--- src/rtl/muldiv_unit.sv ---
// Iterative 32x32 multiply / 32/32 divide unit with HI:LO result registers.
// Latency: fixed 33 clock edges from accepted start to hi/lo update, for every op (incl. divide-by-zero).
// Backpressure: start is accepted only in IDLE; start while busy is ignored, MTHI/MTLO writes only land when idle.
//
// Ports:
//   clk            single clock, rising edge
//   rst            asynchronous active-low reset
//   start, op      begin operation: 00 MULT, 01 MULTU, 10 DIV, 11 DIVU
//   a, b           rs / rt operands, captured when start is accepted
//   hi_we, lo_we   MTHI / MTLO write strobes, wdata is the write data
//   busy           high while an operation is in flight
//   done           one-cycle pulse when hi/lo have just been updated
//   hi, lo         architectural HI / LO registers
module muldiv_unit (
  input  logic        clk,
  input  logic        rst,
  input  logic        start,
  input  logic [1:0]  op,
  input  logic [31:0] a,
  input  logic [31:0] b,
  input  logic        hi_we,
  input  logic        lo_we,
  input  logic [31:0] wdata,
  output logic        busy,
  output logic        done,
  output logic [31:0] hi,
  output logic [31:0] lo
);

  typedef enum logic [1:0] {
    IDLE = 2'd0,
    CALC = 2'd1,
    FIN  = 2'd2
  } state_t;

  state_t      state;
  logic [4:0]  cnt;
  logic        op_div;   // latched: 1 = divide, 0 = multiply
  logic        neg_q;    // negate product / quotient at the end
  logic        neg_r;    // negate remainder (dividend was negative)
  logic        div0;     // divide with zero divisor
  logic [31:0] opnd;     // multiplicand magnitude, or divisor magnitude
  logic [63:0] acc;      // working register, never visible on hi/lo

  // ---------------------------------------------------------------------
  // Operand conditioning at start: signed ops work on magnitudes.
  // ---------------------------------------------------------------------
  logic        in_signed;
  logic        a_neg;
  logic        b_neg;
  logic [31:0] a_mag;
  logic [31:0] b_mag;

  always_comb begin
    in_signed = ~op[0];
    a_neg     = in_signed & a[31];
    b_neg     = in_signed & b[31];
    a_mag     = a_neg ? (~a + 32'd1) : a;
    b_mag     = b_neg ? (~b + 32'd1) : b;
  end

  // ---------------------------------------------------------------------
  // One multiply step: acc[31:0] starts as the multiplier and is shifted
  // out LSB first while the partial product grows into the upper half.
  // ---------------------------------------------------------------------
  logic [32:0] mul_sum;
  logic [63:0] mul_next;

  always_comb begin
    mul_sum  = {1'b0, acc[63:32]} + (acc[0] ? {1'b0, opnd} : 33'd0);
    mul_next = {mul_sum, acc[31:1]};
  end

  // ---------------------------------------------------------------------
  // One restoring divide step: acc = {remainder, dividend/quotient}.
  // The 33-bit partial remainder is the old remainder with the next
  // dividend bit shifted in; quotient bits enter at acc[0].
  // ---------------------------------------------------------------------
  logic [32:0] div_rem;
  logic [33:0] div_diff;
  logic [63:0] div_next;

  always_comb begin
    div_rem  = {acc[63:32], acc[31]};
    div_diff = {1'b0, div_rem} - {2'b00, opnd};
    if (div_diff[33]) begin
      // Trial subtract went negative: restore, quotient bit 0.
      div_next = {div_rem[31:0], acc[30:0], 1'b0};
    end else begin
      // Result is below the divisor, so it always fits in 32 bits.
      div_next = {div_diff[31:0], acc[30:0], 1'b1};
    end
  end

  // ---------------------------------------------------------------------
  // Final sign correction, applied only in FIN.
  // ---------------------------------------------------------------------
  logic [63:0] prod_fix;
  logic [31:0] quo_fix;
  logic [31:0] rem_fix;

  always_comb begin
    prod_fix = neg_q ? (~acc + 64'd1) : acc;
    quo_fix  = neg_q ? (~acc[31:0] + 32'd1) : acc[31:0];
    rem_fix  = neg_r ? (~acc[63:32] + 32'd1) : acc[63:32];
    // Zero divisor: the array produces all-ones quotient bits and the
    // remainder ends up as |a|, which sign correction turns back into a.
    // Only the quotient needs forcing, since negating it would be wrong.
    if (div0) begin
      quo_fix = 32'hFFFF_FFFF;
    end
  end

  assign busy = (state != IDLE);

  // ---------------------------------------------------------------------
  // Control FSM and all state.
  // ---------------------------------------------------------------------
  always_ff @(posedge clk or negedge rst) begin
    if (!rst) begin
      state  <= IDLE;
      cnt    <= 5'd0;
      op_div <= 1'b0;
      neg_q  <= 1'b0;
      neg_r  <= 1'b0;
      div0   <= 1'b0;
      opnd   <= 32'd0;
      acc    <= 64'd0;
      hi     <= 32'd0;
      lo     <= 32'd0;
      done   <= 1'b0;
    end else begin
      done <= 1'b0;
      case (state)
        IDLE: begin
          if (start) begin
            // A coincident MTHI/MTLO is dropped: start takes priority.
            op_div <= op[1];
            neg_q  <= a_neg ^ b_neg;
            neg_r  <= op[1] & a_neg;
            div0   <= op[1] & (b == 32'd0);
            opnd   <= op[1] ? b_mag : a_mag;
            acc    <= {32'd0, (op[1] ? a_mag : b_mag)};
            cnt    <= 5'd0;
            state  <= CALC;
          end else begin
            if (hi_we) begin
              hi <= wdata;
            end
            if (lo_we) begin
              lo <= wdata;
            end
          end
        end

        CALC: begin
          acc <= op_div ? div_next : mul_next;
          cnt <= cnt + 5'd1;
          if (cnt == 5'd31) begin
            state <= FIN;
          end
        end

        FIN: begin
          if (op_div) begin
            hi <= rem_fix;
            lo <= quo_fix;
          end else begin
            hi <= prod_fix[63:32];
            lo <= prod_fix[31:0];
          end
          done  <= 1'b1;
          state <= IDLE;
        end

        default: begin
          state <= IDLE;
        end
      endcase
    end
  end

endmodule

--- config.mk ---
export PLATFORM = sky130hd
export DESIGN_NAME = muldiv_unit
export DESIGN_NICKNAME = d
export VERILOG_FILES = /design/src/rtl/muldiv_unit.sv
export SDC_FILE = /design/constraint.sdc
export NUM_CORES = 1
export LEC_CHECK = 0
export BUFFER_PORTS_ARGS = -buffer_cell sky130_fd_sc_hd__buf_2
export CAP_MARGIN = 40
export CORE_UTILIZATION = 43
export DETAILED_ROUTE_END_ITERATION = 10
export PLACE_DENSITY_LB_ADDON = 0.08
export SLEW_MARGIN = 40
export SYNTH_ARGS = -nofsm -noshare
export SYNTH_HDL_FRONTEND = slang
export SYNTH_SLANG_ARGS = --single-unit
--- constraint.sdc ---
create_clock -name clk -period 5.3 [get_ports clk]
set_input_delay 0.53 -clock clk [delete_from_list [all_inputs] [get_ports clk]]
set_output_delay 0.53 -clock clk [all_outputs]
set_load 0.02 [all_outputs]
==> flow_summary_export.csv <==
group,metric,value,unit
run_status,status,"finished clean",
synth,ys_ff_latch,172,
detailed_routing,first_iter_violations,1206,
synth,synth_edf_count,0,
power_and_ir_drop,finalPower,12540,uW
timing,final.setup.worst_slack,1.543,ns
cts,clk_path_buf_depth,2,
critical_path,cp_slowest_cell,"dfrtp_1",
cts,cts_tree,"done",
global_route,antenna_found_initial,0,
timing,rsz0062_at_grt,"false",
synth,synth.area.top_cells,"dfrtp_1 29%, xnor2_1 6.1%, ha_1 5.9%, mux2i_1 5.7%, o21ai_0 5.7%",
die,core,33870,sq um
cells_and_area,multi_input_area,9983,sq um
cts,root_buffer,"clkbuf_16",
detailed_routing,drt-pass1-iter-count,5,
global_route,grt_max_degree,105,
global_route,grt-ovfl-total,0,
power_and_ir_drop,clock_power_share,11.1,%
critical_path,worstPathRequired,5.64,ns
detailed_routing,drt-total-wl,52640,um
critical_path,timing.critical_path.buf_inv,1,
timing,fmax,266.2,MHz
power_and_ir_drop,p_seq_share,23.2,%
die,rows,67,
detailed_routing,wl_per_cell,21.87,um
die,dieWidth,188.6,um
min_path,hold_path.class,"primary input to async pin",
synth,synth.cell_area,14970,sq um
placement,io_buffers,168,
synth,async_flop_share,100.0,%
synth,yosysSeqAreaShare,28.76,%
cts,htree_levels,4,
detailed_routing,antenna_left,0,
critical_path,crit_type,"flip-flop to flip-flop",
critical_path,path_cells,"inv_1, nor2_1, ha_1, or2_1, a21o_1, and4_4, a211oi_4, o21bai_2, a2111oi_2, o31ai_1, mux2i_1, a32o_1",
synth,ys.flop_type,"dfrtp_1",
critical_path,path_max_fanout,14,
synth,yosysTopAreaCell,"dfrtp_1",
power_and_ir_drop,switching_share,51.61,%
cts,cts_setup_buffers,0,
power_and_ir_drop,p_per_area,748.5,nW/um^2
placement,hpwl,40980,um
synth,synth.top_cell.area_share,28.76,%
die,die_area,35560,sq um
cells_and_area,seq_area,4307,sq um
cts,cts_made_buffers,17,
timing,finalClockSkew,0.01351,ns
critical_path,end_kind,"flip-flop",
power_and_ir_drop,intPower,6067,uW
timing,setup_viol,0,
global_route,grt_pass1_wl,80730,um
cts,cts_resized,0,
critical_path,cp_top_family,"compound AO/OA/AOI/OAI gates",
cts,clk_pin_slew,0.08,ns
die,initial_core_util,44.20,%
global_route,grt_pass1_vias,13430,
die,io_pins,169,
global_route,grt_usage,29.73,%
timing,timing.final.crit_share,70.89,%
power_and_ir_drop,p_switching,6471,uW
cells_and_area,nFillCells,3341,
timing,period_minus_slack,3.757,ns
power_and_ir_drop,ir_drop,0.3243,mV
synth,ys_warn_count,0,
cts,cts_sinks,172,
timing,finalHoldWorstSlack,0.06760,ns
synth,postSynthAreaPerCell,8.052,sq um
flow_run,cap_violations,0,
critical_path,critPathMaxStageDelay,0.48,ns
detailed_routing,drc,0,
detailed_routing,viasPerCell,5.953,
cells_and_area,final_nets,2121,
cells_and_area,diodes,0,
placement,pre_cts_ws,1.604,ns
cts,clk_latency,0.46,ns
power_and_ir_drop,cellLeakagePower,0.007243,uW
cells_and_area,syn2layout_area_growth,11.91,%
critical_path,cp.arrival,4.10,ns
timing,drv_slew,0,
synth,syn_nets,2034,
synth,postSynthCellCount,1859,
die,dieHeight,188.6,um
timing,hold_viol,0,
timing,tightest_slew,0.8558,ns
timing,relSlewSlack,42.88,%
timing,finalSetupTns,0,ns
cells_and_area,drive_gt1_share,14.40,%
power_and_ir_drop,comb_power_share,65.8,%
detailed_routing,vias,14330,
cts,hold_buffers,0,
critical_path,start_kind,"flip-flop",
placement,gp_congestion,0.9390,
synth,yosysUniqueCellTypes,90,
[registers in the layout (all words and copies together), names as in the netlist]
register  count
acc          64
state         2
op_div        1
hi           32
done          1
lo           32
neg_q         1
neg_r         1
opnd         32
cnt           5
div0          1
[final cells by class]
class | count | area share, %
Multi-Input combinational cell | 1501 | 59.60
Clock inverter | 12 | 1.031
Tap cell | 448 | 3.346
Sequential cell | 172 | 25.71
Inverter | 67 | 1.501
Clock buffer | 20 | 2.786
Timing Repair Buffer | 187 | 6.028
[cell usage in the layout (no fill, tap or decap), types with 18 or more instances in the layout]
| cell | netlist | layout |
|---|---|---|
| a21oi_1 | 144 | 144 |
| xor2_1 | 66 | 66 |
| nor3_1 | 28 | 28 |
| ha_1 | 70 | 70 |
| o211ai_1 | 27 | 27 |
| mux2i_1 | 85 | 85 |
| nand3_1 | 28 | 28 |
| nor2_1 | 144 | 143 |
| a211oi_1 | 46 | 46 |
| o22ai_1 | 26 | 26 |
| inv_1 | 67 | 66 |
| o31ai_1 | 29 | 29 |
| buf_2 | 8 | 167 |
| dfrtp_1 | 172 | 170 |
| nand2_1 | 209 | 206 |
| xnor2_1 | 105 | 105 |
| nand2b_1 | 18 | 18 |
| a21o_1 | 41 | 41 |
| o21ai_0 | 169 | 169 |
[metal layers]
| metal | track usage [%] | wire, um |
|---|---|---|
| met1 | 43.47 | 24950 |
| met2 | 43.45 | 22080 |
| met3 | 4.377 | 3544 |
| met4 | 12.25 | 2067 |
| met5 | 0 | 0 |
[final timing paths]
path                           start       to  slack, ns  cells after the start
setup / recovery              acc[0]  acc[61]       1.54                     12
hold / removal                   rst   hi[23]       0.07                      1
setup reg to reg              acc[0]  acc[61]       1.54                     12
hold reg to reg               lo[10]   lo[10]       0.48                      2
max in group asynchronous        rst    neg_q       4.19                      2
min in group clk           wdata[24]   lo[24]       0.35                      2
[stage by stage]
| stage | cells | cell area (sq um) | utilization [%] |
|---|---|---|---|
| final | 2407 | 16750 | 49.46 |
| after global routing | 2407 | 16750 | 49.46 |
| after CTS | 2407 | 16740 | 49.42 |
| after detailed placement | 2375 | 16100 | 47.53 |
| after global placement | 2375 | 16090 | 47.50 |
| after floorplan | 1859 | 14970 | - |
[power groups by stage]
stage / logic, uW / registers [uW] / clock network, uW
floorplan: 5890 / 2790 / 0
global placement: 8100 / 2880 / 0
detailed placement: 8110 / 2900 / 0
CTS: 8160 / 2880 / 1410
global route: 9070 / 3000 / 1450
finish: 8250 / 2900 / 1390
[worst register-to-register path, stage by stage, from the launching register on]
cell and delay [ns]:
dfrtp_1 0.48, inv_1 0.46, nor2_1 0.12, ha_1 0.35, or2_1 0.26, a21o_1 0.21
and4_4 0.19, a211oi_4 0.41, o21bai_2 0.16, a2111oi_2 0.44, o31ai_1 0.16, mux2i_1 0.13
a32o_1 0.26
[cells by family after synthesis]
| logic type | count (synthesis) | share of synthesized area, % |
|---|---|---|
| compound gates | 620 | 26.59 |
| xor+xnor | 171 | 10.01 |
| fa+ha+maj | 72 | 6.119 |
| buf+inv | 186 | 4.890 |
| flops | 172 | 28.76 |
| mux | 92 | 6.211 |
| simple gates | 546 | 17.43 |
[synthesized netlist by cell type (all sizes together) (18+ instances only)]
library cell	instances
a211oi	47
a21o	41
a21oi	145
buf	29
clkbuf	90
dfrtp	172
ha	70
inv	67
mux2i	85
nand2	209
nand2b	18
nand3	29
nor2	146
nor3	34
o211ai	27
o21ai	186
o22ai	26
o31ai	30
xnor2	105
xor2	66
No activity file was read; power rests on OpenSTA's default activity.
